File: src/rtl/hm_cpl_tx.sv
// Completer for memory reads: answers each accepted MRd with a CplD built from the local
// payload RAM, or with a data-less UR completion when the request is out of range.
module hm_cpl_tx #(
    parameter int ADDR_W  = 10,
    parameter int MAX_LEN = 16
) (
    input  logic              sys_clk,
    input  logic              sys_rst,
    input  logic [7:0]        cfg_bus_number,
    input  logic [4:0]        cfg_device_number,
    input  logic [2:0]        cfg_function_number,
    input  logic              req_valid,
    output logic              req_ready,
    input  logic [15:0]       req_rid,
    input  logic [7:0]        req_tag,
    input  logic [2:0]        req_tc,
    input  logic [1:0]        req_attr,
    input  logic [ADDR_W+1:0] req_addr,
    input  logic [9:0]        req_len,
    input  logic [3:0]        req_first_be,
    input  logic [3:0]        req_last_be,
    output logic [ADDR_W-1:0] mem_addr,
    output logic              mem_re,
    input  logic [31:0]       mem_do,
    output logic [63:0]       trn_td,
    output logic [7:0]        trn_trem_n,
    output logic              trn_tsof_n,
    output logic              trn_teof_n,
    output logic              trn_tsrc_rdy_n,
    output logic              trn_tsrc_dsc_n,
    input  logic              trn_tdst_rdy_n,
    input  logic [5:0]        trn_tbuf_av,
    output logic              busy
);

    // state  | meaning
    // IDLE   | ready for a request
    // LOAD   | reading L payload DWs from RAM into the buffer
    // HDR    | waiting for completion credit, then presenting beat0
    // DATA   | presenting beats 1..N-1 until the EOF beat transfers
    localparam logic [1:0] S_IDLE = 2'd0;
    localparam logic [1:0] S_LOAD = 2'd1;
    localparam logic [1:0] S_HDR  = 2'd2;
    localparam logic [1:0] S_DATA = 2'd3;

    localparam int         BUF_AW    = (MAX_LEN > 1) ? $clog2(MAX_LEN) : 1;
    localparam logic [9:0] MAX_LEN_W = 10'(MAX_LEN);

    logic [1:0]  state;
    logic [15:0] r_rid;
    logic [7:0]  r_tag;
    logic [2:0]  r_tc;
    logic [1:0]  r_attr;
    logic [4:0]  r_lo;
    logic [9:0]  r_len;
    logic [3:0]  r_fbe;
    logic [3:0]  r_lbe;
    logic        r_ur;
    logic [9:0]  rd_left;
    logic [9:0]  cap_idx;
    logic        rd_vld;
    logic [9:0]  beat_idx;
    logic [31:0] buffer [MAX_LEN];

    logic        req_legal;
    logic [31:0] dw0, dw1, dw2;
    logic [11:0] byte_cnt;
    logic [10:0] eff_len, tot_dw, n_beats, k2, up_idx, lo_idx;
    logic [31:0] nxt_hi, nxt_lo;
    logic        nxt_last;
    logic [7:0]  nxt_trem;
    logic        unused_bits;

    function automatic logic [1:0] low_bit(input logic [3:0] be);
        if (be[0]) return 2'd0;
        if (be[1]) return 2'd1;
        if (be[2]) return 2'd2;
        if (be[3]) return 2'd3;
        return 2'd0;
    endfunction

    function automatic logic [2:0] lead_zeros(input logic [3:0] be);
        if (be[3]) return 3'd0;
        if (be[2]) return 3'd1;
        if (be[1]) return 3'd2;
        if (be[0]) return 3'd3;
        return 3'd4;
    endfunction

    assign req_ready      = (state == S_IDLE);
    assign busy           = (state != S_IDLE);
    assign trn_tsrc_dsc_n = 1'b1;
    assign unused_bits    = ^{req_addr[1:0], trn_tbuf_av[5:3], trn_tbuf_av[1:0]};

    assign req_legal = (req_len != 10'd0) && (req_len <= MAX_LEN_W) &&
                       ((req_len == 10'd1) || (req_first_be != 4'd0));

    // A single-DW span is the same formula with first_be standing in for last_be.
    always_comb begin
        byte_cnt = 12'd4;
        if (!r_ur) begin
            if (r_len == 10'd1 && r_fbe == 4'd0)
                byte_cnt = 12'd1;
            else
                byte_cnt = {r_len, 2'b00} - 12'(low_bit(r_fbe))
                           - 12'(lead_zeros((r_len == 10'd1) ? r_fbe : r_lbe));
        end
    end

    assign dw0 = {1'b0, (r_ur ? 2'b00 : 2'b10), 5'b01010, 1'b0, r_tc, 4'b0, 2'b0, r_attr,
                  2'b0, (r_ur ? 10'd0 : r_len)};
    assign dw1 = {cfg_bus_number, cfg_device_number, cfg_function_number,
                  (r_ur ? 3'b001 : 3'b000), 1'b0, byte_cnt};
    assign dw2 = {r_rid, r_tag, 1'b0, (r_ur ? 7'd0 : {r_lo, low_bit(r_fbe)})};

    assign eff_len = r_ur ? 11'd0 : {1'b0, r_len};
    assign tot_dw  = eff_len + 11'd3;
    assign n_beats = (tot_dw + 11'd1) >> 1;
    assign k2      = {beat_idx, 1'b0};
    assign up_idx  = k2 - 11'd3;
    assign lo_idx  = k2 - 11'd2;

    // Beat k>=1 carries payload DWs 2k-3 / 2k-2; anything past the payload is zero filler.
    always_comb begin
        nxt_hi = 32'd0;
        nxt_lo = 32'd0;
        if (beat_idx == 10'd1)
            nxt_hi = dw2;
        else if (up_idx < eff_len)
            nxt_hi = buffer[up_idx[BUF_AW-1:0]];
        if (lo_idx < eff_len)
            nxt_lo = buffer[lo_idx[BUF_AW-1:0]];
        nxt_last = ({1'b0, beat_idx} == (n_beats - 11'd1));
        nxt_trem = (nxt_last && tot_dw[0]) ? 8'h0F : 8'h00;
    end

    always_ff @(posedge sys_clk) begin
        if (state == S_LOAD && rd_vld)
            buffer[cap_idx[BUF_AW-1:0]] <= mem_do;
    end

    always_ff @(posedge sys_clk or posedge sys_rst) begin
        if (sys_rst) begin
            state          <= S_IDLE;
            trn_td         <= 64'd0;
            trn_trem_n     <= 8'h00;
            trn_tsof_n     <= 1'b1;
            trn_teof_n     <= 1'b1;
            trn_tsrc_rdy_n <= 1'b1;
            mem_re         <= 1'b0;
            mem_addr       <= '0;
            rd_vld         <= 1'b0;
            rd_left        <= 10'd0;
            cap_idx        <= 10'd0;
            beat_idx       <= 10'd0;
            r_rid          <= 16'd0;
            r_tag          <= 8'd0;
            r_tc           <= 3'd0;
            r_attr         <= 2'd0;
            r_lo           <= 5'd0;
            r_len          <= 10'd0;
            r_fbe          <= 4'd0;
            r_lbe          <= 4'd0;
            r_ur           <= 1'b0;
        end else begin
            rd_vld <= mem_re;
            case (state)
                S_IDLE: begin
                    if (req_valid) begin
                        r_rid  <= req_rid;
                        r_tag  <= req_tag;
                        r_tc   <= req_tc;
                        r_attr <= req_attr;
                        r_lo   <= req_addr[6:2];
                        r_len  <= req_len;
                        r_fbe  <= req_first_be;
                        r_lbe  <= req_last_be;
                        r_ur   <= !req_legal;
                        if (req_legal) begin
                            state    <= S_LOAD;
                            mem_re   <= 1'b1;
                            mem_addr <= req_addr[ADDR_W+1:2];
                            rd_left  <= req_len - 10'd1;
                            cap_idx  <= 10'd0;
                        end else begin
                            state <= S_HDR;
                        end
                    end
                end
                S_LOAD: begin
                    if (mem_re) begin
                        if (rd_left == 10'd0) begin
                            mem_re <= 1'b0;
                        end else begin
                            mem_addr <= mem_addr + 1'b1;
                            rd_left  <= rd_left - 10'd1;
                        end
                    end
                    if (rd_vld) begin
                        cap_idx <= cap_idx + 10'd1;
                        if (cap_idx == r_len - 10'd1)
                            state <= S_HDR;
                    end
                end
                S_HDR: begin
                    if (trn_tsrc_rdy_n) begin
                        if (trn_tbuf_av[2]) begin
                            trn_td         <= {dw0, dw1};
                            trn_trem_n     <= 8'h00;
                            trn_tsof_n     <= 1'b0;
                            trn_teof_n     <= 1'b1;
                            trn_tsrc_rdy_n <= 1'b0;
                            beat_idx       <= 10'd1;
                        end
                    end else if (!trn_tdst_rdy_n) begin
                        trn_td     <= {nxt_hi, nxt_lo};
                        trn_trem_n <= nxt_trem;
                        trn_tsof_n <= 1'b1;
                        trn_teof_n <= !nxt_last;
                        beat_idx   <= beat_idx + 10'd1;
                        state      <= S_DATA;
                    end
                end
                default: begin
                    if (!trn_tdst_rdy_n) begin
                        if (!trn_teof_n) begin
                            trn_td         <= 64'd0;
                            trn_trem_n     <= 8'h00;
                            trn_teof_n     <= 1'b1;
                            trn_tsrc_rdy_n <= 1'b1;
                            state          <= S_IDLE;
                        end else begin
                            trn_td     <= {nxt_hi, nxt_lo};
                            trn_trem_n <= nxt_trem;
                            trn_teof_n <= !nxt_last;
                            beat_idx   <= beat_idx + 10'd1;
                        end
                    end
                end
            endcase
        end
    end

endmodule

File: config.mk
export PLATFORM = sky130hd
export DESIGN_NAME = hm_cpl_tx
export DESIGN_NICKNAME = d
export VERILOG_FILES = /design/src/rtl/hm_cpl_tx.sv
export SDC_FILE = /design/constraint.sdc
export NUM_CORES = 1
export LEC_CHECK = 0
export BUFFER_PORTS_ARGS = -buffer_cell sky130_fd_sc_hd__buf_2
export CAP_MARGIN = 10
export CORE_UTILIZATION = 35
export CTS_BUF_LIST = sky130_fd_sc_hd__clkbuf_2
export CTS_CLUSTER_DIAMETER = 150
export DETAILED_ROUTE_END_ITERATION = 6
export GPL_ROUTABILITY_DRIVEN = 0
export PLACE_DENSITY = 0.57
export SETUP_SLACK_MARGIN = 0.5
export SYNTH_ARGS = -nofsm -noshare
export SYNTH_HDL_FRONTEND = slang
export SYNTH_SLANG_ARGS = --single-unit
File: constraint.sdc
create_clock -name sys_clk -period 6.4 [get_ports sys_clk]
set_input_delay 0.96 -clock sys_clk [delete_from_list [all_inputs] [get_ports sys_clk]]
set_output_delay 0.96 -clock sys_clk [all_outputs]
set_load 0.005 [all_outputs]
# --- Yosys cells after proc, flatten, opt, wreduce, memory -nomap -nowiden ---
# Memory sizes are Yosys's and may differ from the RTL's.
# Cells that the tools add are included.
totals:
  register_bits: 172
  ram_bits: 512
  in_bits: 117
  word_cells: 227
  n_memories: 1
op_classes:
  n_addsub: 13
  magnitude_cmp: 3
  eq_ne: 22
  muxes: 140
  n_bitwise: 1
  n_reduce_logical: 26
memory_table:
  columns: ["name", "depth", "width", "read_ports", "rd_clocked_by_memory_dff", "wr", "line", "text"]
  rows:
  - ["buffer", 16, 32, 2, 0, 1, "63", "logic [31:0] buffer [MAX_LEN];"]
ops:
  columns: ["cell", "count"]
  rows:
  - ["2-to-1 mux 64 bit", 5]
  - ["2-to-1 mux 10 bit", 18]
  - ["case mux 64 bit (2 select lines)", 1]
  - ["2-to-1 mux 32 bit", 3]
  - ["case mux 10 bit (2 select lines)", 4]
  - ["2-to-1 mux 1 bit", 61]
  - ["2-to-1 mux 2 bit", 23]
  - ["2-to-1 mux 8 bit", 4]
  - ["adder 10 x 1 -> 10 bit, second input constant", 3]
  - ["== test 10 x 1 -> 1 bit, second input constant", 3]
  - ["2-to-1 mux 3 bit", 10]
  - ["subtractor 10 x 1 -> 10 bit, second input constant", 3]
  - ["2-to-1 mux 12 bit", 2]
  - ["< comparator 11 x 10 -> 1 bit", 2]
  - ["subtractor 11 x 2 -> 11 bit, second input constant", 2]
  - ["case mux 8 bit (2 select lines)", 1]
  - ["!= test 2 bit, second input constant", 7]
  - ["2-to-1 mux 4 bit", 3]
  - ["subtractor 12 x 2 -> 12 bit", 1]
  - ["subtractor 12 x 3 -> 12 bit", 1]
  - ["adder 10 x 2 -> 11 bit, second input constant", 1]
  - ["adder 11 x 1 -> 11 bit, second input constant", 1]
  - ["== test 10 x 11 -> 1 bit", 1]
  - ["subtractor 10 x 1 -> 11 bit, second input constant", 1]
  - ["other kinds (27)", 44]

# --- Logic depth before layout (Yosys ltp) ---
# Gate-level depths: netlist of run 1.
logic_depth:
  depth_word: 29
  mapped_depth: 19

# --- Least setup slack after synthesis of run 1 ---
# No wires, ideal clock.
synth_timing:
  path_kind: "register to register"
  startpoint: "register state[1]"
  endpoint: "memory buffer[0][0], enable pin"
  setup_ns: 0.461
  t_arrival_ns: 3.866
  required_ns: 5.939
  path_slack_ns: 2.073
  stages_incl_launch_ff: 8
  n_path_buf: 3
  path_cell_list: "dfrtp_1 -> inv_1 -> ha_1 -> clkbuf_1 -> clkbuf_1 -> clkbuf_1 -> nand3_1 -> nor3_1"
synth_between:
  elab_chain_cells: 4
synth_rtl:
  columns: ["element", "line", "text"]
  rows:
  - ["start, declared", "49", "logic [1:0] state;"]
  - ["start signal, assigned", "144", "state <= S_IDLE;"]
  - ["start signal, assigned", "180", "state <= S_LOAD;"]
  - ["start signal, assigned", "186", "state <= S_HDR;"]
  - ["== test 2 x 1 -> 1 bit", "138", "if (state == S_LOAD && rd_vld)"]
  - ["logical AND 1 bit", "138", null]
  - ["2-to-1 mux 1 bit", "138", null]
  - ["2-to-1 mux 1 bit (implied by the code)", "139", "buffer[cap_idx[BUF_AW-1:0]] <= mem_do;"]
  - ["end, declared", "63", null]
# Every way passes these cells.

# --- Final worst setup path of run 1 ---
layout_timing:
  startpoint: "register beat_idx[1]"
  endpoint: "register trn_td[19]"
layout_between:
  elab_chain_cells: 6
layout_rtl:
  columns: ["element", "line", "text"]
  rows:
  - ["start, declared", "62", "logic [9:0] beat_idx;"]
  - ["start signal, assigned", "220", "beat_idx <= beat_idx + 10'd1;"]
  - ["start signal, assigned", "236", "beat_idx <= beat_idx + 10'd1;"]
  - ["subtractor 11 x 2 -> 11 bit *", "121", "assign lo_idx = k2 - 11'd2;"]
  - ["< comparator 11 x 10 -> 1 bit or memory (16 x 32 bit) (tied branches)", null, null]
  - ["2-to-1 mux 32 bit *", "131", "if (lo_idx < eff_len)"]
  - ["2-to-1 mux 64 bit, on equally long branches", "226, 215", null]
  - ["2-to-1 mux 64 bit, on equally long branches", "225, 206", null]
  - ["case mux 64 bit (2 select lines) *", "167", "case (state)"]
  - ["end signal, assigned", "208", "trn_td <= {dw0, dw1};"]
  - ["end signal, assigned", "216", "trn_td <= {nxt_hi, nxt_lo};"]
  - ["end signal, assigned", "233", "trn_td <= {nxt_hi, nxt_lo};"]
  - ["end, declared", "25", "output logic [63:0] trn_td,"]
# Mark *: on every way between the ends. The rest lies on a longest branch, timed or not. The select of a mux whose other input is x is not followed.
# A chain may end at the register's enable or synchronous reset.

==> results.py, run 1 <==
metrics = {
    "logic_synthesis": {
        "synth_top_area_cell": "edfxtp_1",
        "syn_area_um2": 29200,
        "ys_async_sr_fraction_pct": 24.4,
        "postSynthCellCount": 1913,
        "synth_edf_count": 512,
        "synth_seq_area_share_pct": 66.7,
        "synth_top_area_share_pct": 52.6,
        "synth_xor_area_share_pct": 1.93,
        "synth_cell_types": 78,
        "yosysMostFrequentCell": "edfxtp_1",
        "synth_seq_cells": 677,
        "synth_adder_area_share_pct": 2.04,
        "synth_area_per_cell_um2": 15.3,
        "synthTopCellsByArea": "edfxtp_1, dfrtp_1, mux4_2",
        "synth_top_family_by_area": "multiplexers",
        "yosys.area_share.simple_pct": 6.75,
        "synth-compound-area-share_pct": 6.73,
        "synth_commonest_cells": "edfxtp_1, dfrtp_1, nand2_1, mux4_2, a21oi_1",
        "synthMuxAreaShare_pct": 13.5,
        "ys.flop_type": "edfxtp_1",
        "yosys_warnings": 0,
    },
    "setup_path": {
        "cpPeakStageDelay_ps": 690,
        "crit_required_ps": 7660,
        "path_buf_inv": 2,
        "ff2ff_setup_slack_ps": 1880,
        "cp.arrival_ps": 5780,
        "crit_path_start": "beat_idx[1]$_DFFE_PP0P_",
        "crit_slowest_cell": "dfrtp_2",
        "crit_family": "compound AO/OA/AOI/OAI gates",
        "crit_fanout": 33,
        "worstSetupPathType": "reg2reg",
        "startpoint_type": "flip-flop",
        "cp_cell_sequence": "inv_1 > ha_2 > xor2_4 > buf_4 > ha_1 > o31ai_1 > a21oi_1 > o21a_1 > o21ai_0 > nand2b_1 > a211oi_1 > o2111ai_4 > o22ai_1",
        "r2r-start": "beat_idx[1]$_DFFE_PP0P_",
        "cp-end-kind": "flip-flop",
    },
    "layout": {
        "fin_area_um2": 34300,
        "final_util_pct": 41.7,
        "stdcell_count": 3529,
        "fin_nets": 2481,
        "area_delta_synth_final_pct": 17.4,
        "drive_gt1_share_pct": 30.2,
    },
    "clocking": {
        "ctsHoldBuffers": 109,
        "cts_buffers": 177,
        "cts_tree": "done",
        "ctsResizeCount": 0,
        "cts_root_buf": "clkbuf_2",
        "clock-sinks": 677,
        "postCtsSetupBuffers": 0,
        "clkSlewWorstSetupHoldPaths_ps": 100,
        "clock_latency_ps": 1400,
        "clockBufferDepth": 3,
        "h-tree-depth": 4,
    },
    "placement": {
        "place_hpwl_mm": 46.5,
        "place_inst": 3099,
        "dp_slack_ps": 1830,
        "dpl_cell_area_um2": 31500,
        "io_buffers": 193,
    },
    "pwr": {
        "ir_drop_uv": 267,
        "seq_power_share_pct": 41.6,
        "power.density_nw_per_um2": 402,
        "p_int_mw": 8.64,
        "comb_power_share_pct": 35.7,
        "p_sw_share_pct": 37.4,
        "finalPower_mw": 13.8,
        "clkPwrFrac_pct": 22.8,
        "switchingPower_mw": 5.16,
        "p_leak_nw": 12.8,
    },
    "sta": {
        "fin_setup_tns_ps": 0,
        "worstMarginPinSlew_ps": 1220,
        "fmax_mhz": 221,
        "rsz0062_at_grt": "no",
        "finalCriticalPeriod_ps": 4520,
        "drv_slew": 0,
        "finalSetupViolCount": 0,
        "hold_violations": 0,
        "whs_ps": 193,
        "relSlewSlack_pct": 18.1,
        "finalWorstSetupSlack_ps": 1880,
        "fin_crit_sh_pct": 70.7,
        "fin_skew_ps": 96.6,
    },
    "die": {
        "io_pins": 206,
        "die_area_um2": 84700,
        "fp.dieW_um": 291,
        "coreArea_um2": 82400,
        "fp-row-count": 105,
        "initial_utilization_pct": 35.5,
        "chipHeight_um": 291,
    },
    "global_routing": {
        "grt_max_degree": 81,
        "gr-total-overflow": 0,
        "grt_pass1_wl_mm": 117,
        "first_global_vias": 19324,
        "grt.total_usage_pct": 18.5,
        "antenna_found_initial": 6,
    },
    "job": {
        "cap_violations": 0,
    },
    "routing": {
        "firstDrtPassIters": 7,
        "wl_mm": 77.3,
        "drc_errors": 1,
        "viasPerCell": 5.24,
        "post_drt_wl_per_cell_um": 21.9,
        "detailroute.via_count": 18477,
        "drtAntennaViolNets": 0,
        "drt_iter0_drc": 1278,
    },
    "hold_path": {
        "worstHoldPathType": "in2async",
    },
    "status": {
        "status": "finished with violations",
        "violations": "DRC",
    },
}
==> cell type report <==
type,instances,area (um^2)
flip-flops and latches,677,19500
multi-input cells,1076,9230
repair buffers,342,2360
clock buffers,267,1340
inverters,43,169
well taps,1070,1340
diodes,9,22.5
clock inverters,45,358
fillers,7568,48000
==> worst paths after layout <==
kind                                               end  cells after the start
worst min-delay path            trn_td[50]$_DFFE_PP0P_                      3
max in group asynchronous         r_len[9]$_DFFE_PP0P_                      4
worst max register to register  trn_td[19]$_DFFE_PP0P_                     13
worst min register to register  trn_td[55]$_DFFE_PP0P_                      2
min in group sys_clk                  r_ur$_DFFE_PP0P_                      4
worst max-delay path            trn_td[19]$_DFFE_PP0P_                     13
==> state kept, by name (all words and copies together) (netlist names), 8 cells and up <==
register and cells:
r_len 10, buffer 512, beat_idx 10, trn_td 64
mem_addr 10, r_tag 8, r_rid 16, cap_idx 10
rd_left 10
==> worst min-delay path: cells and delay by family <==
family | cells | cell delay, ps
buffers and inverters | 3 | 1020
==> layout by cell type, fill, tap and decap left out, types with 6 or more instances in the layout <==
cell             n
a22o_1          10
nand3_1         48
a31oi_1          6
mux4_2         128
dfrtp_1        160
nand2b_1        12
a22oi_1         19
or3_1           10
nor2_1          83
o211ai_1        13
nor4_1          10
xor2_1          24
bufinv_16        6
nor3_1          25
a21oi_1         96
edfxtp_1       512
xnor2_1         37
buf_4           40
or4_1            8
nand4_1          6
clkbuf_2       267
dlygate4sd3_1  109
nor2b_1         11
ha_1            45
o31ai_1         18
buf_2          193
o21ai_0         74
nor2_4          12
mux2i_1         46
clkinv_1        28
o22ai_1         24
nand2_1        152
and3_1           9
mux2_2          54
diode_2          9
inv_1           39
and2_1           7
a21o_1           7
a211oi_1        10
==> power by group through the flow <==
stage | registers (mW) | logic (mW) | clock network [mW]
6_report | 5.74 | 4.92 | 3.14
5_1_grt | 5.80 | 5.40 | 3.48
4_1_cts | 5.73 | 4.99 | 3.25
3_5_place_dp | 5.82 | 4.92 | 0
3_3_place_gp | 5.79 | 4.85 | 0
2_1_floorplan | 5.52 | 3.51 | 0
==> per-layer routing <==
metal	track usage [%]	vias up	wire [um]
li1	-	8308	-
met1	24.2	9395	33300
met2	30.3	621	37500
met3	3.80	145	4750
met4	6.93	8	1760
met5	0	-	46
==> cells by family after synthesis <==
kind of cell,Yosys count
XOR/XNOR,63
AO/OA/AOI/OAI,315
multiplexers,228
flip-flops,677
other,2
buffers and inverters,163
AND/OR/NAND/NOR,418
adder cells (fa/ha/maj),47
Note: power is estimated with default switching activity, not from simulation.
==> run 2: changes to the inputs <==
==> constraint.sdc (replaced) <==
create_clock -name sys_clk -period 4.4 [get_ports sys_clk]
set_input_delay 0.66 -clock sys_clk [delete_from_list [all_inputs] [get_ports sys_clk]]
set_output_delay 0.66 -clock sys_clk [all_outputs]
set_load 0.005 [all_outputs]
==> results.py, run 2 (synthesized netlist as in run 1, its figures left out) <==
metrics = {
    "routing": {
        "detailroute.via_count": 18752,
        "drtAntennaViolNets": 0,
        "drc_errors": 0,
        "wl_mm": 77.7,
        "firstDrtPassIters": 7,
        "viasPerCell": 5.24,
        "drt_iter0_drc": 1276,
        "post_drt_wl_per_cell_um": 21.7,
    },
    "sta": {
        "fin_setup_tns_ps": 0,
        "finalWorstSetupSlack_ps": 652,
        "finalCriticalPeriod_ps": 3750,
        "relSlewSlack_pct": 25.6,
        "fin_crit_sh_pct": 85.2,
        "rsz0062_at_grt": "yes",
        "worstMarginPinSlew_ps": 1120,
        "fin_skew_ps": 92.4,
        "fmax_mhz": 267,
        "drv_slew": 0,
        "finalSetupViolCount": 0,
        "hold_violations": 0,
        "whs_ps": 151,
    },
    "die": {
        "chipHeight_um": 291,
        "coreArea_um2": 82400,
        "initial_utilization_pct": 35.5,
        "die_area_um2": 84700,
        "fp-row-count": 105,
        "fp.dieW_um": 291,
        "io_pins": 206,
    },
    "layout": {
        "multi_input_area_um2": 9310,
        "regArea_um2": 19500,
        "drive_gt1_share_pct": 30.7,
        "area_delta_synth_final_pct": 19.4,
        "final_common_cell": "edfxtp_1",
        "n_fill_cell": 7553,
        "fin_nets": 2536,
        "largest_reg_flops": 512,
        "fin_area_um2": 34900,
        "mostFrequentLayoutCells": "edfxtp_1, clkbuf_2, buf_2",
    },
    "setup_path": {
        "crit_path_end": "trn_td[9]$_DFFE_PP0P_",
        "crit_required_ps": 5570,
        "cp-end-kind": "flip-flop",
        "crit_path_start": "r_len[4]$_DFFE_PP0P_",
        "worstSetupPathType": "reg2reg",
        "cp.arrival_ps": 4920,
        "ff2ff_setup_slack_ps": 650,
        "reg2reg_depth": 17,
        "r2r_end": "trn_td[9]$_DFFE_PP0P_",
        "crit_fanout": 7,
        "r2r-start": "r_len[4]$_DFFE_PP0P_",
        "startpoint_type": "flip-flop",
    },
    "clocking": {
        "clock-sinks": 677,
        "h-tree-depth": 4,
        "cts_root_buf": "clkbuf_2",
        "cts_tree": "done",
        "clkSlewWorstSetupHoldPaths_ps": 100,
        "cts_buffers": 173,
        "clockBufferDepth": 3,
        "clock_latency_ps": 1360,
    },
    "global_routing": {
        "grt.total_usage_pct": 18.4,
        "grt_max_degree": 93,
        "gr-usage-met1_pct": 24.2,
        "grt.met3_usage_pct": 3.69,
        "gr-total-overflow": 0,
        "grt_pass1_wl_mm": 117,
        "antenna_found_initial": 4,
        "grt-busiest-layer": "met2",
        "use_met2_pct": 30.3,
        "first_global_vias": 19235,
    },
    "pwr": {
        "power.density_nw_per_um2": 578,
        "seq_power_share_pct": 40.6,
        "comb_power_share_pct": 37.7,
        "switchingPower_mw": 7.60,
        "finalPower_mw": 20.2,
        "clkPwrFrac_pct": 21.7,
        "p_leak_nw": 13.0,
        "p_int_mw": 12.6,
        "ir_drop_uv": 654,
        "p_sw_share_pct": 37.6,
    },
    "placement": {
        "dp_slack_ps": 475,
        "io_buffers": 193,
        "place_hpwl_mm": 47.1,
        "dpl_cell_area_um2": 31600,
    },
    "job": {
        "cap_violations": 0,
    },
    "hold_path": {
        "hold_depth": 3,
        "worstHoldPathType": "in2reg",
    },
    "status": {
        "status": "completed",
    },
}
==> run 2: what timing repair did <==
action / 4_1_cts / 5_1_grt
hold buffers: 152 / 0
gates resized for setup: 3 / 16
setup endpoints to repair: 13 / 42
endpoints found under the hold margin: 765 / 0
pin swaps: 0 / 3
buffers inserted: 0 / 6
==> run 2: per-layer routing <==
metal	vias to the layer above	routed length, um
met5	-	23
met4	4	1640
met3	133	4600
met2	652	37700
met1	9573	33700
li1	8390	-
==> run 2: worst min path at each step <==
stage                                      start                endpoint  slack, ps
final                                 req_rid[1]    r_rid[1]$_DFFE_PP0P_        150
after global routing                  req_rid[0]    r_rid[0]$_DFFE_PP0P_         80
after CTS                      cfg_bus_number[4]  trn_td[28]$_DFFE_PP0P_       0.02
after detailed placement  trn_td[12]$_DFFE_PP0P_  trn_td[12]$_DFFE_PP0P_        480
after global placement    trn_td[15]$_DFFE_PP0P_  trn_td[15]$_DFFE_PP0P_        480
after floorplan               mem_re$_DFFE_PP0P_        rd_vld$_DFF_PP0_        410
==> run 2: worst max-delay path, cell delays in order, from the launching register on <==
cell and delay [ps]:
dfrtp_1 400, or4_4 560, nor2_2 110, and4b_2 300, nor3_1 60, a21oi_1 150, nor2b_1 70, ha_1 270
inv_1 40, ha_1 200, inv_1 90, fa_2 220, nor2b_2 50, or4_4 470, nor4_4 250, xor2_1 100
a22oi_1 170, o21ai_0 100
==> run 2: per-stage QoR <==
stage,cells,utilization [%]
after floorplan,1916,-
after CTS,3571,42.2
after detailed placement,3109,38.4
after global placement,3109,38.4
after global routing,3579,42.4
final,3582,42.4
==> run 2: final cells by class <==
cell class	count	share of cell area, %
Clock inverter	48	0.932
Tap cell	1070	3.84
Timing Repair Buffer	401	8.40
Sequential cell	677	55.9
Multi-Input combinational cell	1076	26.7
Clock buffer	262	3.76
Antenna cell	5	0.0358
Inverter	43	0.473
==> run 2: power groups by stage <==
stage | logic, mW | registers [mW] | clock network [mW]
finish | 7.61 | 8.20 | 4.37
global route | 8.27 | 8.28 | 4.86
CTS | 7.58 | 8.20 | 4.55
detailed placement | 7.42 | 8.33 | 0
global placement | 7.32 | 8.31 | 0
floorplan | 5.11 | 8.03 | 0
==> run 3: changes to the inputs <==
==> constraint.sdc (replaced) <==
create_clock -name sys_clk -period 4.4 [get_ports sys_clk]
set_input_delay 0.22 -clock sys_clk [delete_from_list [all_inputs] [get_ports sys_clk]]
set_output_delay 0.22 -clock sys_clk [all_outputs]
set_load 0.005 [all_outputs]
==> results.py, run 3 (synthesized netlist as in run 1, its figures left out) <==
metrics = {
    "sta": {
        "fmax_mhz": 265,
        "fin_setup_tns_ps": 0,
        "hold_violations": 0,
        "drv_slew": 0,
        "finalCriticalPeriod_ps": 3770,
        "finalSetupViolCount": 0,
        "relSlewSlack_pct": 35.0,
        "worstMarginPinSlew_ps": 976,
        "whs_ps": 203,
        "fin_skew_ps": 123,
        "fin_crit_sh_pct": 85.8,
        "rsz0062_at_grt": "no",
    },
    "die": {
        "io_pins": 206,
        "initial_utilization_pct": 35.5,
        "fp-row-count": 105,
        "fp.dieW_um": 291,
        "chipHeight_um": 291,
        "die_area_um2": 84700,
        "coreArea_um2": 82400,
    },
    "global_routing": {
        "grt_max_degree": 106,
        "grt.total_usage_pct": 19.2,
        "gr-total-overflow": 0,
        "grt_pass1_wl_mm": 122,
        "antenna_found_initial": 6,
        "first_global_vias": 20177,
    },
    "clocking": {
        "cts_tree": "done",
        "clock-sinks": 677,
        "cts_buffers": 175,
        "clockBufferDepth": 3,
        "h-tree-depth": 4,
        "clock_latency_ps": 1420,
        "cts_root_buf": "clkbuf_2",
        "clkSlewWorstSetupHoldPaths_ps": 90,
    },
    "layout": {
        "final_common_cell": "edfxtp_1",
        "area_delta_synth_final_pct": 24.2,
        "fin_nets": 2672,
        "largest_reg_flops": 512,
        "n_fill_cell": 7444,
        "drive_gt1_share_pct": 29.2,
        "fin_area_um2": 36300,
        "mostFrequentLayoutCells": "edfxtp_1, dlygate4sd3_1, clkbuf_2",
    },
    "routing": {
        "firstDrtPassIters": 5,
        "drtAntennaViolNets": 0,
        "drt_iter0_drc": 1405,
        "post_drt_wl_per_cell_um": 21.7,
        "viasPerCell": 5.19,
        "wl_mm": 80.7,
        "drc_errors": 0,
        "detailroute.via_count": 19310,
    },
    "pwr": {
        "finalPower_mw": 20.8,
        "ir_drop_uv": 501,
        "p_leak_nw": 13.6,
        "power.density_nw_per_um2": 572,
    },
    "job": {
        "cap_violations": 0,
    },
    "setup_path": {
        "cpPeakStageDelay_ps": 530,
        "cp-end-kind": "flip-flop",
        "crit_fanout": 17,
        "startpoint_type": "flip-flop",
        "crit_slowest_cell": "dfrtp_2",
        "crit_family": "compound AO/OA/AOI/OAI gates",
        "path_buf_inv": 2,
        "crit_required_ps": 5620,
        "cp_cell_sequence": "inv_1 > nand2_1 > ha_1 > nor2b_1 > o31ai_1 > a21oi_1 > o21a_1 > o21ai_0 > nand2b_1 > a211oi_1 > o2111ai_4 > buf_4 > o22ai_1",
        "worstSetupPathType": "reg2reg",
        "cp.arrival_ps": 4990,
    },
    "hold_path": {
        "worstHoldPathType": "in2reg",
    },
    "placement": {
        "place_hpwl_mm": 48.1,
        "dpl_cell_area_um2": 31700,
        "io_buffers": 193,
    },
    "status": {
        "status": "completed",
    },
}
run 3: changes by cell type in the layout (fill, tap and decap cells not counted), sizes merged:
cell         before  now
dlygate4sd3     152  277
diode             5    9
buf             249  258
bufinv            4    5
clkbuf          262  244
clkinv           36   57
clkinvlp          6    4
run 3: final timing paths:
check | from | to | slack (ps) | depth (start not counted)
max | r_ur$_DFFE_PP0P_ | trn_td[30]$_DFFE_PP0P_ | 630 | 13
min | req_rid[11] | r_rid[11]$_DFFE_PP0P_ | 200 | 4
max reg2reg | r_ur$_DFFE_PP0P_ | trn_td[30]$_DFFE_PP0P_ | 630 | 13
min reg2reg | trn_td[0]$_DFFE_PP0P_ | trn_td[0]$_DFFE_PP0P_ | 510 | 2
max in group asynchronous | sys_rst | trn_td[11]$_DFFE_PP0P_ | 2980 | 6
min in group asynchronous | sys_rst | r_rid[6]$_DFFE_PP0P_ | 630 | 6
run 3: stage by stage:
stage / util (%) / setup slack [ps] / cells
after global placement: 38.4 / 469 / 3114
after floorplan: - / 555 / 1916
final: 44.1 / 626 / 3722
after detailed placement: 38.4 / 441 / 3114
after global routing: 44.1 / 489 / 3722
after CTS: 43.9 / 511 / 3705
run 3: cell type report:
cell class,count,area (um^2),share of cell area [%]
clock inverters,68,437,1.20
repair buffers,535,4270,11.8
well taps,1070,1340,3.69
inverters,43,165,0.455
multi-input cells,1076,9340,25.7
flip-flops and latches,677,19500,53.8
clock buffers,244,1220,3.36
diodes,9,22.5,0.0620
run 3: power by group:
part / total [mW] / internal [mW] / switching (mW)
combinational: 8.13 / 3.60 / 4.53
clock: 4.44 / 1.82 / 2.62
sequential: 8.19 / 7.54 / 0.650
total: 20.8 / 13.0 / 7.80
run 3: what timing repair did:
item | in CTS | in global routing
pin swaps | 0 | 4
resized for setup | 7 | 19
setup endpoints to repair | 9 | 26
setup buffers | 1 | 7
endpoints found under the hold margin | 841 | 0
hold buffers | 278 | 0
run 3: worst register-to-register path, stage by stage (launching register included):
cell	delay [ps]
dfrtp_2	530
inv_1	110
nand2_1	210
ha_1	400
nor2b_1	140
o31ai_1	230
a21oi_1	100
o21a_1	170
o21ai_0	160
nand2b_1	80
a211oi_1	440
o2111ai_4	460
buf_4	400
o22ai_1	230
run 3: routing by layer:
layer / global-route usage (%) / up-vias / wire [um] / part of all wire [%]
li1: - / 8680 / - / -
met1: 25.0 / 9946 / 35000 / 43
met2: 32.2 / 582 / 40400 / 50
met3: 4.31 / 100 / 4010 / 5.0
met4: 5.55 / 2 / 1360 / 1.7
met5: 0 / - / 13 / 0.016
